==> config.mk <==
export PLATFORM = sky130hd
export DESIGN_NAME = gpio_controller_intr_status_flat
export DESIGN_NICKNAME = d
export VERILOG_FILES = /design/src/rtl/gpio_controller_intr_status_pkg.sv /design/src/rtl/gpio_controller_intr_status_if.sv /design/src/rtl/gpio_controller_intr_coalesce.sv /design/src/rtl/gpio_controller_intr_status.sv /design/src/flat_wrapper.sv
export SDC_FILE = /design/constraint.sdc
export NUM_CORES = 1
export LEC_CHECK = 0
export BUFFER_PORTS_ARGS = -buffer_cell sky130_fd_sc_hd__buf_4
export CORE_ASPECT_RATIO = 0.9
export CORE_MARGIN = 2
export CORE_UTILIZATION = 28
export CTS_CLUSTER_DIAMETER = 200
export CTS_CLUSTER_SIZE = 16
export DETAILED_ROUTE_END_ITERATION = 8
export HOLD_SLACK_MARGIN = 0.12
export PLACE_DENSITY = 0.5
export SLEW_MARGIN = 15
export SYNTH_ARGS = -nofsm -noshare
export SYNTH_HDL_FRONTEND = slang
export SYNTH_SLANG_ARGS = --single-unit
==> constraint.sdc <==
create_clock -name clk -period 2.2 [get_ports clk]
set_clock_uncertainty 0.15 [all_clocks]
set_input_delay 0.11 -clock clk [delete_from_list [all_inputs] [get_ports clk]]
set_output_delay 0.11 -clock clk [all_outputs]
set_load 0.05 [all_outputs]
==> src/rtl/gpio_controller_intr_status_pkg.sv <==
// ---------------------------------------------------------------------------
// gpio_controller_pkg
//   Shared types and defaults for the GPIO interrupt status / coalescing slice.
//   intr_state_e : state of the interrupt coalescing FSM (also the debug view)
//   GPIO_*       : default widths used by the interface and the modules
// ---------------------------------------------------------------------------
package gpio_controller_pkg;

  typedef enum logic [1:0] {
    INTR_IDLE    = 2'd0,
    INTR_HOLDOFF = 2'd1,
    INTR_ASSERT  = 2'd2
  } intr_state_e;

  localparam int GPIO_NUM_BANKS  = 8;
  localparam int GPIO_COALESCE_W = 16;
  localparam int GPIO_COUNT_W    = 16;

endpackage

==> src/rtl/gpio_controller_intr_status_if.sv <==
// ---------------------------------------------------------------------------
// gpio_controller_intr_status_if
//   Software-facing register bus of the interrupt status block.
//   master : software side (drives W1C strobe, masks, holdoff, count clear;
//            reads back status and interrupt count)
//   slave  : the controller
//
// Handshake: status_wr_en is a one-cycle strobe with no ready; the controller
// accepts every strobe in the cycle it is presented, qualified by
// status_wr_sel/status_wr_data in that same cycle. Masks, coalesce_cycles and
// intr_count_clr are plain level inputs sampled every cycle.
// ---------------------------------------------------------------------------
interface gpio_controller_intr_status_if
  import gpio_controller_pkg::*;
#(
  parameter int NUM_BANKS  = GPIO_NUM_BANKS,
  parameter int COALESCE_W = GPIO_COALESCE_W,
  parameter int COUNT_W    = GPIO_COUNT_W
) ();

  logic                  status_wr_en;
  logic                  status_wr_sel;
  logic [NUM_BANKS-1:0]  status_wr_data;
  logic [NUM_BANKS-1:0]  posedge_intr_mask;
  logic [NUM_BANKS-1:0]  negedge_intr_mask;
  logic [COALESCE_W-1:0] coalesce_cycles;
  logic                  intr_count_clr;
  logic [NUM_BANKS-1:0]  posedge_intr_status;
  logic [NUM_BANKS-1:0]  negedge_intr_status;
  logic [COUNT_W-1:0]    intr_count;

  modport master (
    output status_wr_en, status_wr_sel, status_wr_data,
    output posedge_intr_mask, negedge_intr_mask,
    output coalesce_cycles, intr_count_clr,
    input  posedge_intr_status, negedge_intr_status, intr_count
  );

  modport slave (
    input  status_wr_en, status_wr_sel, status_wr_data,
    input  posedge_intr_mask, negedge_intr_mask,
    input  coalesce_cycles, intr_count_clr,
    output posedge_intr_status, negedge_intr_status, intr_count
  );

endinterface

==> src/rtl/gpio_controller_intr_coalesce.sv <==
// ---------------------------------------------------------------------------
// gpio_controller_intr_coalesce
//   Interrupt coalescing FSM, holdoff counter and saturating assertion count.
//   clk, rst_n      : clock, asynchronous active-low reset
//   pending         : at least one unmasked sticky status bit is set
//   coalesce_cycles : holdoff length, sampled only when entering HOLDOFF
//   intr_count_clr  : synchronous clear of intr_count (wins over increment)
//   intr_out        : registered level interrupt, high exactly in ASSERT
//   intr_count      : saturating count of entries into ASSERT
//   state           : FSM state, for debug visibility
// ---------------------------------------------------------------------------
module gpio_controller_intr_coalesce
  import gpio_controller_pkg::*;
#(
  parameter int COALESCE_W = GPIO_COALESCE_W,
  parameter int COUNT_W    = GPIO_COUNT_W
) (
  input  logic                  clk,
  input  logic                  rst_n,
  input  logic                  pending,
  input  logic [COALESCE_W-1:0] coalesce_cycles,
  input  logic                  intr_count_clr,
  output logic                  intr_out,
  output logic [COUNT_W-1:0]    intr_count,
  output intr_state_e           state
);

  intr_state_e           state_q;
  logic [COALESCE_W-1:0] holdoff_q;
  logic [COUNT_W-1:0]    intr_count_q;
  logic                  intr_out_q;
  logic                  enter_assert;

  // Mirrors the two FSM arcs into ASSERT; used only to step the counter.
  assign enter_assert = pending &&
                        (((state_q == INTR_IDLE)    && (coalesce_cycles == '0)) ||
                         ((state_q == INTR_HOLDOFF) && (holdoff_q == COALESCE_W'(1))));

  always_ff @(posedge clk or negedge rst_n) begin
    if (!rst_n) begin
      state_q    <= INTR_IDLE;
      holdoff_q  <= '0;
      intr_out_q <= 1'b0;
    end else begin
      case (state_q)
        INTR_IDLE: begin
          if (pending) begin
            if (coalesce_cycles == '0) begin
              state_q    <= INTR_ASSERT;
              intr_out_q <= 1'b1;
            end else begin
              state_q   <= INTR_HOLDOFF;
              holdoff_q <= coalesce_cycles;
            end
          end
        end
        INTR_HOLDOFF: begin
          if (!pending) begin
            state_q   <= INTR_IDLE;
            holdoff_q <= '0;
          end else if (holdoff_q == COALESCE_W'(1)) begin
            state_q    <= INTR_ASSERT;
            holdoff_q  <= '0;
            intr_out_q <= 1'b1;
          end else begin
            holdoff_q <= holdoff_q - COALESCE_W'(1);
          end
        end
        INTR_ASSERT: begin
          if (!pending) begin
            state_q    <= INTR_IDLE;
            intr_out_q <= 1'b0;
          end
        end
        default: begin
          state_q    <= INTR_IDLE;
          holdoff_q  <= '0;
          intr_out_q <= 1'b0;
        end
      endcase
    end
  end

  always_ff @(posedge clk or negedge rst_n) begin
    if (!rst_n) begin
      intr_count_q <= '0;
    end else if (intr_count_clr) begin
      intr_count_q <= '0;
    end else if (enter_assert && (intr_count_q != '1)) begin
      intr_count_q <= intr_count_q + COUNT_W'(1);
    end
  end

  assign intr_out   = intr_out_q;
  assign intr_count = intr_count_q;
  assign state      = state_q;

endmodule

==> src/rtl/gpio_controller_intr_status.sv <==
// ---------------------------------------------------------------------------
// gpio_controller_intr_status
//   Sticky posedge/negedge interrupt status with write-1-to-clear, per-bank
//   masking and a coalesced level interrupt.
//   clk, rst_n               : clock, asynchronous active-low reset
//   posedge_intr_status_set  : 1-cycle set pulses per bank
//   negedge_intr_status_set  : 1-cycle set pulses per bank
//   sw                       : software register bus (W1C, masks, holdoff,
//                              count clear; status and count readback)
//   intr_out                 : registered level interrupt
//   intr_state               : coalescing FSM state, for debug visibility
// ---------------------------------------------------------------------------
module gpio_controller_intr_status
  import gpio_controller_pkg::*;
#(
  parameter int NUM_BANKS  = GPIO_NUM_BANKS,
  parameter int COALESCE_W = GPIO_COALESCE_W,
  parameter int COUNT_W    = GPIO_COUNT_W
) (
  input  logic                  clk,
  input  logic                  rst_n,
  input  logic [NUM_BANKS-1:0]  posedge_intr_status_set,
  input  logic [NUM_BANKS-1:0]  negedge_intr_status_set,
  gpio_controller_intr_status_if.slave sw,
  output logic                  intr_out,
  output intr_state_e           intr_state
);

  logic [NUM_BANKS-1:0] pos_status_q;
  logic [NUM_BANKS-1:0] neg_status_q;
  logic [NUM_BANKS-1:0] pos_clr;
  logic [NUM_BANKS-1:0] neg_clr;
  logic                 pending;

  assign pos_clr = {NUM_BANKS{sw.status_wr_en & ~sw.status_wr_sel}} & sw.status_wr_data;
  assign neg_clr = {NUM_BANKS{sw.status_wr_en &  sw.status_wr_sel}} & sw.status_wr_data;

  // Set is OR-ed in after the clear so a same-cycle set survives a W1C.
  always_ff @(posedge clk or negedge rst_n) begin
    if (!rst_n) begin
      pos_status_q <= '0;
      neg_status_q <= '0;
    end else begin
      pos_status_q <= (pos_status_q & ~pos_clr) | posedge_intr_status_set;
      neg_status_q <= (neg_status_q & ~neg_clr) | negedge_intr_status_set;
    end
  end

  // Masks act combinationally, so unmasking a set bit behaves like a new set.
  assign pending = (|(pos_status_q & ~sw.posedge_intr_mask)) |
                   (|(neg_status_q & ~sw.negedge_intr_mask));

  gpio_controller_intr_coalesce #(
    .COALESCE_W (COALESCE_W),
    .COUNT_W    (COUNT_W)
  ) u_coalesce (
    .clk             (clk),
    .rst_n           (rst_n),
    .pending         (pending),
    .coalesce_cycles (sw.coalesce_cycles),
    .intr_count_clr  (sw.intr_count_clr),
    .intr_out        (intr_out),
    .intr_count      (sw.intr_count),
    .state           (intr_state)
  );

  assign sw.posedge_intr_status = pos_status_q;
  assign sw.negedge_intr_status = neg_status_q;

endmodule

==> src/flat_wrapper.sv <==
// flat-port wrapper written by rule: the top's interface ports become plain ports
module gpio_controller_intr_status_flat import gpio_controller_pkg::*;
#(
  parameter int NUM_BANKS  = GPIO_NUM_BANKS,
  parameter int COALESCE_W = GPIO_COALESCE_W,
  parameter int COUNT_W    = GPIO_COUNT_W
)
  (clk, rst_n, posedge_intr_status_set, negedge_intr_status_set, intr_out, intr_state, sw_status_wr_en, sw_status_wr_sel, sw_status_wr_data, sw_posedge_intr_mask, sw_negedge_intr_mask, sw_coalesce_cycles, sw_intr_count_clr, sw_posedge_intr_status, sw_negedge_intr_status, sw_intr_count);
  gpio_controller_intr_status_if #(.NUM_BANKS(NUM_BANKS), .COALESCE_W(COALESCE_W), .COUNT_W(COUNT_W)) sw_i ();
  input  logic clk;
  input  logic rst_n;
  input  logic [NUM_BANKS-1:0] posedge_intr_status_set;
  input  logic [NUM_BANKS-1:0] negedge_intr_status_set;
  output logic intr_out;
  output intr_state_e intr_state;
  input wire logic [$bits(sw_i.status_wr_en)-1:0] sw_status_wr_en;
  input wire logic [$bits(sw_i.status_wr_sel)-1:0] sw_status_wr_sel;
  input wire logic [$bits(sw_i.status_wr_data)-1:0] sw_status_wr_data;
  input wire logic [$bits(sw_i.posedge_intr_mask)-1:0] sw_posedge_intr_mask;
  input wire logic [$bits(sw_i.negedge_intr_mask)-1:0] sw_negedge_intr_mask;
  input wire logic [$bits(sw_i.coalesce_cycles)-1:0] sw_coalesce_cycles;
  input wire logic [$bits(sw_i.intr_count_clr)-1:0] sw_intr_count_clr;
  output wire logic [$bits(sw_i.posedge_intr_status)-1:0] sw_posedge_intr_status;
  output wire logic [$bits(sw_i.negedge_intr_status)-1:0] sw_negedge_intr_status;
  output wire logic [$bits(sw_i.intr_count)-1:0] sw_intr_count;
  assign sw_i.status_wr_en = sw_status_wr_en;
  assign sw_i.status_wr_sel = sw_status_wr_sel;
  assign sw_i.status_wr_data = sw_status_wr_data;
  assign sw_i.posedge_intr_mask = sw_posedge_intr_mask;
  assign sw_i.negedge_intr_mask = sw_negedge_intr_mask;
  assign sw_i.coalesce_cycles = sw_coalesce_cycles;
  assign sw_i.intr_count_clr = sw_intr_count_clr;
  assign sw_posedge_intr_status = sw_i.posedge_intr_status;
  assign sw_negedge_intr_status = sw_i.negedge_intr_status;
  assign sw_intr_count = sw_i.intr_count;
  gpio_controller_intr_status #(.NUM_BANKS(NUM_BANKS), .COALESCE_W(COALESCE_W), .COUNT_W(COUNT_W)) u_core (.clk(clk), .rst_n(rst_n), .posedge_intr_status_set(posedge_intr_status_set), .negedge_intr_status_set(negedge_intr_status_set), .sw(sw_i), .intr_out(intr_out), .intr_state(intr_state));
endmodule
==> results_dict.tcl <==
set metrics [dict create \
    status "finished, violations left" \
    violations "negative setup slack" \
    cpMostUsedCell "or3_4" \
    drt_wl_total_mm 9.00 \
    die_h_um 99.5 \
    syn_inst 321 \
    num_rows 34 \
    wire_per_inst_um 14.0 \
    dieArea_mm2 0.0109 \
    grt_pass1_vias 3107 \
    r2r-start "u_core.u_coalesce.intr_count[0]" \
    fmax_mhz 444 \
    pin_count 96 \
    clk_path_buf_depth 2 \
    vias_per_cell 4.80 \
    cts_buffers 5 \
    grt_pass1_wl_mm 14.8 \
    worst_ep_arrival_time_ns 2.35 \
    critPathKind "register to register" \
    maxSlewViolCount 0 \
    antenna_found_initial 0 \
    fin_area_mm2 0.00491 \
    path_clk_slew_ns 0.10 \
    worstPathMaxFanout 5 \
    synth_edf_count 0 \
    route.vias.total 3095 \
    fin_nets 582 \
    setup_viol 4 \
    avgSynthCellArea_um2 8.83 \
    dp_cells 574 \
    final_common_cell "buf_4" \
    final_cell_mix "buf_4 (149), dlygate4sd3_1 (50), dfrtp_1 (45), nand2_1 (32), inv_1 (28)" \
    insertion_delay_ns 0.30 \
    crit_required_ns 2.30 \
    rr_worst_depth 7 \
    htree_levels 2 \
    startpoint_type "register" \
    areaGrowthSynthToFinish_pct 73.1 \
    max_stage_delay_ns 0.45 \
    antenna_left 0 \
    period_needed_ns 2.25 \
    syn_area_mm2 0.00284 \
    drive_gt1_share_pct 38.0 \
    grt_max_degree 52 \
    fillers 921 \
    hold_viol_final 0 \
    cts_tree "built" \
    crit_slowest_cell "dfrtp_2" \
    gp_congestion 0.811 \
    die_width_um 110 \
    fin_ws_ns -0.0533 \
    cp-endpoint "u_core.u_coalesce.intr_count[15]" \
    max-cap-violations 0 \
    grt_use_total_pct 16.9 \
    max-slew-margin-rel_pct 55.2 \
    hp-class "input port to asynchronous set/reset pin" \
    synth_ff_type "dfrtp_1" \
    critical_path.startpoint "u_core.u_coalesce.intr_count[0]" \
    port-buffer-count 95 \
    placed_cell_area_mm2 0.00407 \
    core_area_mm2 0.00974 \
    drc_errors 0 \
    yosysSeqAreaShare_pct 45.0 \
    powerDensity_mw_per_mm2 488 \
    irDropWorstVdd_v 0.000254 \
    synth_async_sr_flop_share_pct 100 \
    critPathCaptureType "register" \
    ys_ff_latch 51 \
    yosys_warnings 0 \
    regToRegEndpoint "u_core.u_coalesce.intr_count[15]" \
    overflow 0 \
    cts_sinks 51 \
    leakagePower_nw 2.18 \
    crit_chain "ha_4 > nand4_1 > nor4_4 > or3_4 > or3_4 > or4_4 > nand2_2" \
    worst-slew-pin-transition_ns 0.673 \
    antenna_cells 0 \
    first_iter_violations 113 \
    synth_fp_nets 385 \
    ff2ff_setup_slack_ns -0.05 \
    dp.final_hpwl_mm 6.31 \
    dr.pass1.iters 4 \
    stdcell_count 645 \
    clockRootBuffer "clkbuf_8" \
    start_util_pct 29.1 \
    fin_crit_sh_pct 102 \
    whs_ns 0.237 \
    rsz0062_at_grt "yes" \
    synth.distinct_cells 44 \
]
==> cells in the mapped netlist, types with 2 or more instances <==
cell       instances  area share, %
ha_1               3            1.3
o21ai_1            2           0.35
a31oi_1            2           0.44
o2111ai_1          4            1.2
and3_1             6            1.3
nor3_2             2           0.71
nand2_1           33            4.4
or2_2              3           0.66
or3_1              7            1.5
o21ai_0            6            1.1
nand4_1            5            1.1
nand3_1            7            1.2
nor4b_1            2           0.62
and2_1             4           0.88
a32oi_1           11            3.4
xnor2_1            7            2.2
inv_1             28            3.7
a21o_1            16            4.2
nor4_1            11            2.4
a21oi_1           23            4.1
nand2b_1          13            2.9
dfrtp_1           51             45
nor2b_1            2           0.44
o22ai_1           14            3.1
clkbuf_1          12            1.6
nor2_1            24            3.2
a22oi_1            4            1.1
nor3_1             3           0.53
==> report_power, final <==
group	internal, W	leakage [nW]	switching [W]
clock network	0.000339	0.0581	0.000316
registers	0.00103	0.564	0.0000908
logic	0.000325	1.56	0.000293
total	0.00169	2.18	0.000701
==> stage by stage <==
| stage | power [W] | setup TNS [ns] | setup slack [ns] | util (%) |
|---|---|---|---|---|
| floorplan | 0.00141 | -0.810 | -0.222 | - |
| global placement | 0.00166 | -0.301 | -0.0985 | 41.8 |
| detailed placement | 0.00167 | -0.641 | -0.142 | 41.8 |
| CTS | 0.00241 | -0.112 | -0.0393 | 48.7 |
| global route | 0.00254 | -0.697 | -0.117 | 50.4 |
| finish | 0.00239 | -0.111 | -0.0533 | 50.4 |
==> worst max-delay path: cells and delay by family (launching register included) <==
kind / cells / cell delay (ns)
AND/OR/NAND/NOR: 6 / 1.43
flip-flops: 1 / 0.45
adder cells (fa/ha/maj): 1 / 0.16
==> kinds of logic after synthesis <==
group | synth area share (%)
AOI/OAI and AO/OA | 20.6
xor gates and xnor gates | 2.47
adders and majority gates | 1.32
buffers and inverters | 5.60
DFF | 45.0
muxes | 0.353
and+or+nand+nor | 24.6
==> worst min-delay path by stage <==
| stage | startpoint | endpoint | slack, ns | depth (start not counted) |
|---|---|---|---|---|
| CTS | rst_n | u_core.sw.posedge_intr_status[0] | 0.26 | 2 |
| finish | rst_n | u_core.sw.posedge_intr_status[5] | 0.24 | 2 |
| global route | rst_n | u_core.sw.posedge_intr_status[0] | 0.30 | 2 |
| global placement | rst_n | u_core.u_coalesce.holdoff_q[2] | 0.06 | 1 |
| floorplan | rst_n | u_core.sw.negedge_intr_status[0] | -0.34 | 0 |
| detailed placement | rst_n | u_core.u_coalesce.holdoff_q[2] | 0.05 | 1 |
==> sequential cells by signal, summed over array words and instances (netlist names) <==
signal                         cells
u_core.sw.posedge_intr_status      8
u_core.u_coalesce.intr_out         1
u_core.u_coalesce.intr_count      16
u_core.u_coalesce.holdoff_q       16
u_core.u_coalesce.state            2
u_core.sw.negedge_intr_status      8
==> what timing repair did <==
action | 4_1_cts | 5_1_grt
pin swaps | 2 | 2
endpoints found under the setup margin | 8 | 20
endpoints found under the hold margin | 98 | 0
resized for setup | 7 | 15
hold buffers | 50 | 0
setup buffers | 1 | 11
cloned | 1 | 0
==> metal layers <==
layer	GRT usage (%)	routed length, um	vias to the layer above
met3	3.08	376	8
li1	-	-	1549
met2	28.1	4490	75
met5	0	0	-
met4	3.80	75	0
met1	22.9	4060	1463
==> area by class of cell <==
cell class | count | area (um2) | share of cell area, %
clock buffer | 5 | 68.8 | 1.40
clock inverter | 3 | 43.8 | 0.892
inverter | 28 | 105 | 2.14
multi-input combinational | 229 | 1560 | 31.7
sequential | 51 | 1280 | 26.2
tap | 126 | 158 | 3.21
timing repair buffer | 203 | 1690 | 34.5
Power figures use the tool's default switching activity.
